### config.mk
export PLATFORM = sky130hd
export DESIGN_NAME = msg_packer
export DESIGN_NICKNAME = d
export VERILOG_FILES = /design/src/rtl/msg_packer.sv
export SDC_FILE = /design/constraint.sdc
export NUM_CORES = 2
export LEC_CHECK = 0
export ABC_AREA = 1
export CORE_ASPECT_RATIO = 0.5
export CORE_MARGIN = 2
export CORE_UTILIZATION = 60
export CTS_BUF_LIST = sky130_fd_sc_hd__clkbuf_8
export DETAILED_ROUTE_END_ITERATION = 6
export HOLD_SLACK_MARGIN = 0.08
export PLACE_DENSITY_LB_ADDON = 0.08
export SETUP_SLACK_MARGIN = 0.5
export SKIP_CTS_REPAIR_TIMING = 1
export SLEW_MARGIN = 20
export SYNTH_ARGS = -nofsm -noshare
export SYNTH_HDL_FRONTEND = slang
export SYNTH_SLANG_ARGS = --single-unit
### constraint.sdc
create_clock -name clk -period 52.5 [get_ports clk]
set_input_delay 10.5 -clock clk [delete_from_list [all_inputs] [get_ports clk]]
set_output_delay 10.5 -clock clk [all_outputs]
set_load 0.02 [all_outputs]
### src/rtl/msg_packer.sv
// msg_packer: packs [count][len][data]... messages densely into 64-bit AXI-Stream beats (option: MSG_PACKER_STATS_EN).
// First beat valid 3 cycles after the first accept; beats held under m_tready=0, msg_ready drops while the accumulator is full.
module msg_packer #(
  parameter int TDATA_WIDTH   = 64,
  parameter int MAX_MSG_BYTES = 32,
  parameter int MIN_MSG_BYTES = 8
) (
  input  logic                       clk,
  input  logic                       rst,
  input  logic                       msg_valid,
  output logic                       msg_ready,
  input  logic [15:0]                msg_length,
  input  logic [MAX_MSG_BYTES*8-1:0] msg_data,
  input  logic [15:0]                msg_count,
  input  logic                       msg_last,
  output logic                       m_tvalid,
  input  logic                       m_tready,
  output logic [TDATA_WIDTH-1:0]     m_tdata,
  output logic [TDATA_WIDTH/8-1:0]   m_tkeep,
  output logic                       m_tlast,
`ifdef MSG_PACKER_STATS_EN
  output logic [31:0]                stat_pkts,
  output logic [31:0]                stat_errs,
`endif
  output logic                       m_tuser
);

  localparam logic [15:0] MIN_LEN = 16'(MIN_MSG_BYTES);
  localparam logic [15:0] MAX_LEN = 16'(MAX_MSG_BYTES);

  typedef enum logic [2:0] {S_IDLE, S_HDR, S_LEN, S_DATA, S_FLUSH} state_t;

  typedef struct packed {
    logic [15:0]                len;
    logic [MAX_MSG_BYTES*8-1:0] data;
    logic                       last;
    logic                       bad;
  } msg_t;

  state_t       state;
  msg_t         cur;
  logic [15:0]  cnt_q;
  logic [16:0]  nmsg_q;
  logic [5:0]   sent_q;
  logic         err_q;
  logic [127:0] acc_q;
  logic [4:0]   fill_q;

  logic [5:0]   rem;
  logic [3:0]   want_n;
  logic [3:0]   app_n;
  logic [63:0]  src;
  logic [63:0]  app_mask;
  logic [127:0] acc_cat;
  logic [127:0] acc_nx;
  logic [4:0]   fill_cat;
  logic [4:0]   fill_nx;
  logic         can_append;
  logic         advance;
  logic         done;
  logic         out_free;
  logic         emit_full;
  logic         emit_last;
  logic         accept;
  logic         tlast_hs;
  logic         len_bad;
  logic         cnt_err;
  logic [16:0]  nmsg_inc;
  logic [15:0]  cnt_sel;

  assign rem = cur.bad ? 6'd0 : (cur.len[5:0] - sent_q);

  always_comb begin
    want_n = 4'd0;
    src    = 64'd0;
    case (state)
      S_HDR: begin
        want_n = 4'd2;
        src    = {48'd0, cnt_q};
      end
      S_LEN: begin
        want_n = cur.bad ? 4'd0 : 4'd2;
        src    = {48'd0, cur.len};
      end
      S_DATA: begin
        want_n = (rem > 6'd8) ? 4'd8 : rem[3:0];
        src    = 64'(cur.data >> {sent_q, 3'b000});
      end
      default: ;
    endcase
  end

  // New bytes land directly above the current fill, so a beat can leave in the same cycle they arrive.
  assign can_append = (fill_q <= 5'd8);
  assign app_n      = can_append ? want_n : 4'd0;
  assign app_mask   = (app_n == 4'd8) ? '1 : ((64'd1 << {app_n, 3'b000}) - 64'd1);
  assign acc_cat    = acc_q | ({64'd0, src & app_mask} << {fill_q, 3'b000});
  assign fill_cat   = fill_q + {1'b0, app_n};
  assign advance    = (app_n == want_n);
  assign done       = (state == S_DATA) && advance && (rem <= 6'd8);

  // Full beats leave only while more than 8 bytes are held, so FLUSH always keeps 1..8 bytes for the tlast beat.
  assign out_free  = !m_tvalid || m_tready;
  assign emit_full = out_free && (fill_cat > 5'd8);
  assign emit_last = out_free && (state == S_FLUSH) && (fill_cat != 5'd0) && (fill_cat <= 5'd8);

  assign msg_ready = (state == S_IDLE) || (done && !cur.last);
  assign accept    = msg_valid && msg_ready;
  assign tlast_hs  = m_tvalid && m_tready && m_tlast;

  assign nmsg_inc = (state == S_IDLE) ? 17'd1 : ((nmsg_q == '1) ? nmsg_q : nmsg_q + 17'd1);
  assign cnt_sel  = (state == S_IDLE) ? msg_count : cnt_q;
  assign len_bad  = (msg_length < MIN_LEN) || (msg_length > MAX_LEN);
  assign cnt_err  = msg_last && (nmsg_inc != {1'b0, cnt_sel});

  always_comb begin
    acc_nx  = acc_cat;
    fill_nx = fill_cat;
    if (emit_full) begin
      acc_nx  = {64'd0, acc_cat[127:64]};
      fill_nx = fill_cat - 5'd8;
    end else if (emit_last) begin
      acc_nx  = 128'd0;
      fill_nx = 5'd0;
    end
  end

  always_ff @(posedge clk or posedge rst) begin
    if (rst) begin
      acc_q  <= 128'd0;
      fill_q <= 5'd0;
    end else begin
      acc_q  <= acc_nx;
      fill_q <= fill_nx;
    end
  end

  always_ff @(posedge clk or posedge rst) begin
    if (rst) begin
      m_tvalid <= 1'b0;
      m_tdata  <= '0;
      m_tkeep  <= '0;
      m_tlast  <= 1'b0;
      m_tuser  <= 1'b0;
    end else if (emit_full || emit_last) begin
      m_tvalid <= 1'b1;
      m_tdata  <= acc_cat[63:0];
      m_tkeep  <= emit_full ? 8'hFF : (8'hFF >> (4'd8 - fill_cat[3:0]));
      m_tlast  <= emit_last;
      m_tuser  <= emit_last && err_q;
    end else if (m_tready) begin
      m_tvalid <= 1'b0;
    end
  end

  always_ff @(posedge clk or posedge rst) begin
    if (rst) begin
      state  <= S_IDLE;
      cur    <= '0;
      cnt_q  <= 16'd0;
      nmsg_q <= 17'd0;
      sent_q <= 6'd0;
      err_q  <= 1'b0;
    end else begin
      if (accept) begin
        cur.len  <= msg_length;
        cur.data <= msg_data;
        cur.last <= msg_last;
        cur.bad  <= len_bad;
        nmsg_q   <= nmsg_inc;
        sent_q   <= 6'd0;
        if (len_bad || cnt_err) err_q <= 1'b1;
      end else if (state == S_DATA && advance) begin
        sent_q <= sent_q + {2'b00, app_n};
      end
      case (state)
        S_IDLE: if (accept) begin
          cnt_q <= msg_count;
          state <= S_HDR;
        end
        S_HDR: if (advance) state <= S_LEN;
        S_LEN: if (advance) state <= S_DATA;
        // A finished non-last message with no successor parks here with rem = 0.
        S_DATA: if (done) begin
          if (cur.last)       state <= S_FLUSH;
          else if (msg_valid) state <= S_LEN;
        end
        S_FLUSH: if (tlast_hs) begin
          state <= S_IDLE;
          err_q <= 1'b0;
        end
        default: state <= S_IDLE;
      endcase
    end
  end

`ifdef MSG_PACKER_STATS_EN
  always_ff @(posedge clk or posedge rst) begin
    if (rst) begin
      stat_pkts <= 32'd0;
      stat_errs <= 32'd0;
    end else if (tlast_hs) begin
      if (stat_pkts != '1)            stat_pkts <= stat_pkts + 32'd1;
      if (m_tuser && stat_errs != '1) stat_errs <= stat_errs + 32'd1;
    end
  end
`endif

endmodule

* Word-level counts from Yosys, hierarchy flattened *
Cells that the tools add are included.

cells by class
  $add $sub $neg = 7
  $lt $le $gt $ge = 7
  equality and inequality tests = 14
  shift operators = 4
  muxes and demuxes = 31
  bitwise operators = 2
  reductions and logical operators = 25

operators with widths
  cell                     count
  $mux W128                2
  $shr A256 B9 Y64         1
  $pmux W64 S3             1
  $or A128 B128 Y128       1
  $shl A64 B8 Y128         1
  $and A64 B64 Y64         1
  $mux W64                 1
  $shl A1 B7 Y64 const A   1
  $sub A64 B1 Y64 const B  1
  $mux W17                 2
  $mux W3                  7
  $mux W6                  3
  $add A17 B1 Y17 const B  1
  $eq A17 B17 Y1 const B   1
  $ne A17 B16 Y1           1
  $gt A16 B6 Y1 const B    1
  $lt A16 B4 Y1 const B    1
  $mux W16                 1
  $pmux W3 S5              1
  $logic_and A1 B1 Y1      12
  $pmux W4 S3              1
  $le A5 B4 Y1 const B     2
  $mux W5                  2
  $ne A2 B2 Y1 const B     5
  26 further kinds         39

storage, ports and cells
  bits in registers = 525
  output and inout port bits = 76
  word-level logic and storage cells = 106

* Depth between registers and ports, before layout *
  depth in word-level cells = 15
  mapped depth = 34
  gate-level depth less buffers = 30

* Worst setup path after synthesis *
No wires, ideal clock.

  path kind = register -> output
  start point = register sent_q[3]
  end point = output msg_ready
  data arrival time = 2.842 ns
  data required time = 42.000 ns
  slack = 39.158 ns
  cell stages (with the launch flop) = 20
  buffers on the path = 4
  cell sequence = dfrtp_1 buf_2 inv_1 buf_2 buf_2 buf_1 ha_1 a21oi_1 nand3b_1 nand2_1 nand3_1 nand2_1 nand2_1 nand2_1 nand2_2 nor2_4 a31oi_4 nor2_8 nand3b_2 nand2_2

between the ends
  word-level cells in the longest chain between the ends = 11

ends and longest elaborated chain
  what                      line  RTL
  start: declaration        44    logic [5:0] sent_q;
  start signal: assignment  174   sent_q <= sent_q + {2'b00, app_n};
  $sub A6 B6 Y6 (*)         71    assign rem = cur.bad ? 6'd0 : (cur.len[5:0] - sent_q);
  $mux W6 (*)               71
  $gt A6 B4 Y1              86    want_n = (rem > 6'd8) ? 4'd8 : rem[3:0];
  $mux W4                   86
  $pmux W4 S3               76    case (state)
  $mux W4                   95    assign app_n = can_append ? want_n : 4'd0;
  $eq A4 B4 Y1              99    assign advance = (app_n == want_n);
  $logic_and A1 B1 Y1       100   assign done = (state == S_DATA) && advance && (rem <= 6'd8);
  $logic_and A1 B1 Y1 (*)   100
  $logic_and A1 B1 Y1 (*)   107   assign msg_ready = (state == S_IDLE) || (done && !cur.last);
  $logic_or A1 B1 Y1 (*)    107
  end: declaration          11    output logic msg_ready,

Every way passes the cells marked *; elsewhere a longest branch is shown, timed or not.

* Worst setup path in the final report *
  start point = register sent_q[1]
  end point = output msg_ready

Same word-level chain as after synthesis.

==> impl_metrics.env <==
export IMPL_status="complete, but fails checks"
export IMPL_violations="design-rule violations"
export IMPL_cts_buffers=76
export IMPL_crit_chain="inv_6 -> ha_1 -> nand2_1 -> nand2_1 -> nand3_1 -> nand4_2 -> nand3_1 -> nand2_2 -> nor2_4 -> a31oi_4 -> nor2_8 -> nand3b_2 -> nand2_2 -> clkdlybuf4s50_1"
export IMPL_seq_area_um2=13200
export IMPL_yosysMostFrequentCell="nand2_1"
export IMPL_clock_sinks=525
export IMPL_initial_core_util_pct=61.2
export IMPL_finalCritPeriodShare_pct=28.8
export IMPL_detail_route_wl_per_cell_um=23.3
export IMPL_cts_tree="yes"
export IMPL_p_leak_uw=0.0191
export IMPL_final_area_um2=40200
export IMPL_ys_types=70
export IMPL_crit_required_ps=42000
export IMPL_synth_fp_nets=5613
export IMPL_crit_path_start="sent_q[1]$_DFFE_PP0P_"
export IMPL_worst_pin_slew_ps=1320
export IMPL_synth_area_leaders="dfrtp_1, nand2_1, o21ai_0, nand3_1, inv_1"
export IMPL_synthFlopType="dfrtp_1"
export IMPL_r2r_start="sent_q[1]$_DFFE_PP0P_"
export IMPL_cts_buffer_depth=3
export IMPL_ys_seq_area_share_pct=37.1
export IMPL_grt_max_degree=253
export IMPL_peakVddDrop_uv=127
export IMPL_yosysTopAreaCell="dfrtp_1"
export IMPL_yosysTopAreaCellShare_pct=37.1
export IMPL_slew_headroom_pct=11.7
export IMPL_endpoint_kind="output pin"
export IMPL_drive_gt1_share_pct=5.06
export IMPL_hold_class="flip-flop to flip-flop"
export IMPL_hold_depth=2
export IMPL_drc=13
export IMPL_portBuffers=368
export IMPL_critPathMaxFanout=78
export IMPL_start_kind="flip-flop"
export IMPL_synth_edf_count=0
export IMPL_multiInputGateArea_um2=18900
export IMPL_grt_pass1_vias=36117
export IMPL_avgSynthCellArea_um2=6.68
export IMPL_cp_data_arrival_time_ps=4620
export IMPL_yosys_warnings=0
export IMPL_path_buf_inv=2
export IMPL_setup_viol=0
export IMPL_placed_cell_area_um2=38700
export IMPL_first_pass_iters=7
export IMPL_clock_fmax_mhz=66.2
export IMPL_clock_root_buffer="clkbuf_8"
export IMPL_tns_ps=0
export IMPL_first_iter_violations=6866
export IMPL_synthTopCellsByCount="nand2_1, dfrtp_1, o21ai_0, inv_1, nand3_1"
export IMPL_fillCellCount=4436
export IMPL_antenna_left=0
export IMPL_clk_latency_ps=710
export IMPL_regToRegSetupSlack_ps=45340
export IMPL_die_area_um2=61100
export IMPL_dp_hpwl_um=102000
export IMPL_max_cap_viol_count=0
export IMPL_rr_endpoint="acc_q[18]$_DFF_PP0_"
export IMPL_hold_ws_ps=483
export IMPL_cts_max_level=3
export IMPL_ys_seq_elements=525
export IMPL_area_growth_pct=13.7
export IMPL_postSynthCellCount=5297
export IMPL_core_area_um2=57900
export IMPL_routed_via_count=39563
export IMPL_rows=62
export IMPL_routed_via_density=6.33
export IMPL_die_h_um=176
export IMPL_hold_viol_final=0
export IMPL_period_minus_slack_ps=15120
export IMPL_synthArstFlopShare_pct=100
export IMPL_io_pins=369
export IMPL_r2r_cells=26
export IMPL_timing_final_max_slew_violations=0
export IMPL_path_clk_slew_ps=80
export IMPL_grtUsageTotal_pct=46.4
export IMPL_slowest_stage="dfrtp_4"
export IMPL_critical_path_top_delay_family="simple AND/OR/NAND/NOR gates"
export IMPL_fin_nets=5742
export IMPL_overflow=0
export IMPL_wirelength_um=145000
export IMPL_rsz0062_at_grt="no"
export IMPL_die_w_um=348
export IMPL_worst_clock_skew_ps=59.6
export IMPL_slowest_delay_ps=730
export IMPL_grt_pass1_wl_um=216000
export IMPL_netlist_area_um2=35400
export IMPL_cp_endpoint="msg_ready"
export IMPL_crit_cells=14
export IMPL_power_density_nw_per_um2=78.0
export IMPL_place_congestion=1.05
export IMPL_antenna_found_initial=6
export IMPL_setup_worst_path_class="flip-flop to output pin"
-- through the flow --
stage	util (%)	power, µW	setup WS, ps	instances
6_report	69.5	3140	37380	6248
5_1_grt	69.5	3300	37180	6247
4_1_cts	69.4	3020	37440	6245
3_5_place_dp	66.8	2660	38160	6114
3_3_place_gp	66.8	2600	38160	6114
2_1_floorplan	-	2020	27330	5297
-- report_power, final --
part	internal, µW	switching [µW]	leakage, µW
combinational	567	1510	0.0116
sequential	589	127	0.00657
clock	168	177	0.000845
total	1320	1820	0.0191
-- cell families after synthesis --
logic type               after synthesis  share of synthesized area, %
adder cells (fa/ha/maj)               23                         0.877
XOR/XNOR                              26                         0.643
AO/OA/AOI/OAI                       1147                          18.3
multiplexers                          71                          2.01
AND/OR/NAND/NOR                     2733                          31.6
flip-flops                           525                          37.1
buffers and inverters                772                          9.51
-- per-layer routing --
metal | track usage [%] | part of all wire [%]
met1 | 63.1 | 38
met2 | 67.3 | 41
met3 | 17.0 | 15
met4 | 17.5 | 4.7
met5 | 2.20 | 0.18
-- state kept, by name, summed over array words and instances, names as in the netlist --
register	flops
m_tkeep	8
err_q	1
m_tlast	1
m_tdata	64
nmsg_q	17
cur	274
acc_q	128
cnt_q	16
m_tvalid	1
state	3
m_tuser	1
fill_q	5
sent_q	6
-- placed cells by master, fill, tap and decap left out, types with 12 or more instances in the layout --
| master | n |
|---|---|
| nand2_1 | 2035 |
| dfrtp_1 | 518 |
| o21ai_0 | 514 |
| inv_1 | 397 |
| nand3_1 | 381 |
| clkdlybuf4s50_1 | 368 |
| o21ai_1 | 215 |
| a21oi_1 | 175 |
| nor2_1 | 173 |
| clkbuf_8 | 98 |
| mux2i_1 | 69 |
| o211ai_1 | 57 |
| buf_4 | 47 |
| o2111ai_1 | 45 |
| nand4_1 | 36 |
| o21bai_1 | 33 |
| or2_2 | 25 |
| nor3_1 | 22 |
| ha_1 | 20 |
| xor2_1 | 19 |
| a31oi_1 | 17 |
| inv_2 | 15 |
| a21o_1 | 14 |
| o31ai_1 | 12 |
-- worst min-delay path, cell delays in order, from the launching register on --
cell     delay (ps)
dfrtp_1         340
nand2_1          50
nand2_1          60
-- worst min path at each step --
| stage | startpoint | endpoint | slack [ps] |
|---|---|---|---|
| after detailed placement | m_tdata[43]$_DFFE_PP0P_ | m_tdata[43]$_DFFE_PP0P_ | 460 |
| after global placement | m_tdata[63]$_DFFE_PP0P_ | m_tdata[63]$_DFFE_PP0P_ | 460 |
| after global routing | m_tdata[51]$_DFFE_PP0P_ | m_tdata[51]$_DFFE_PP0P_ | 510 |
| after floorplan | cur[9]$_DFFE_PP0P_ | cur[9]$_DFFE_PP0P_ | 450 |
| after CTS | m_tdata[41]$_DFFE_PP0P_ | m_tdata[41]$_DFFE_PP0P_ | 480 |
| final | m_tdata[4]$_DFFE_PP0P_ | m_tdata[4]$_DFFE_PP0P_ | 480 |
-- area by class of cell --
| cell class | instances | share of cell area, % |
|---|---|---|
| sequential | 525 | 32.7 |
| clock inverter | 33 | 0.407 |
| tap | 768 | 2.39 |
| inverter | 404 | 3.85 |
| clock buffer | 98 | 3.35 |
| antenna | 1 | 0.00622 |
| timing repair buffer | 419 | 10.3 |
| multi-input combinational | 4000 | 47.0 |
Note: power is estimated with default switching activity, not from simulation.
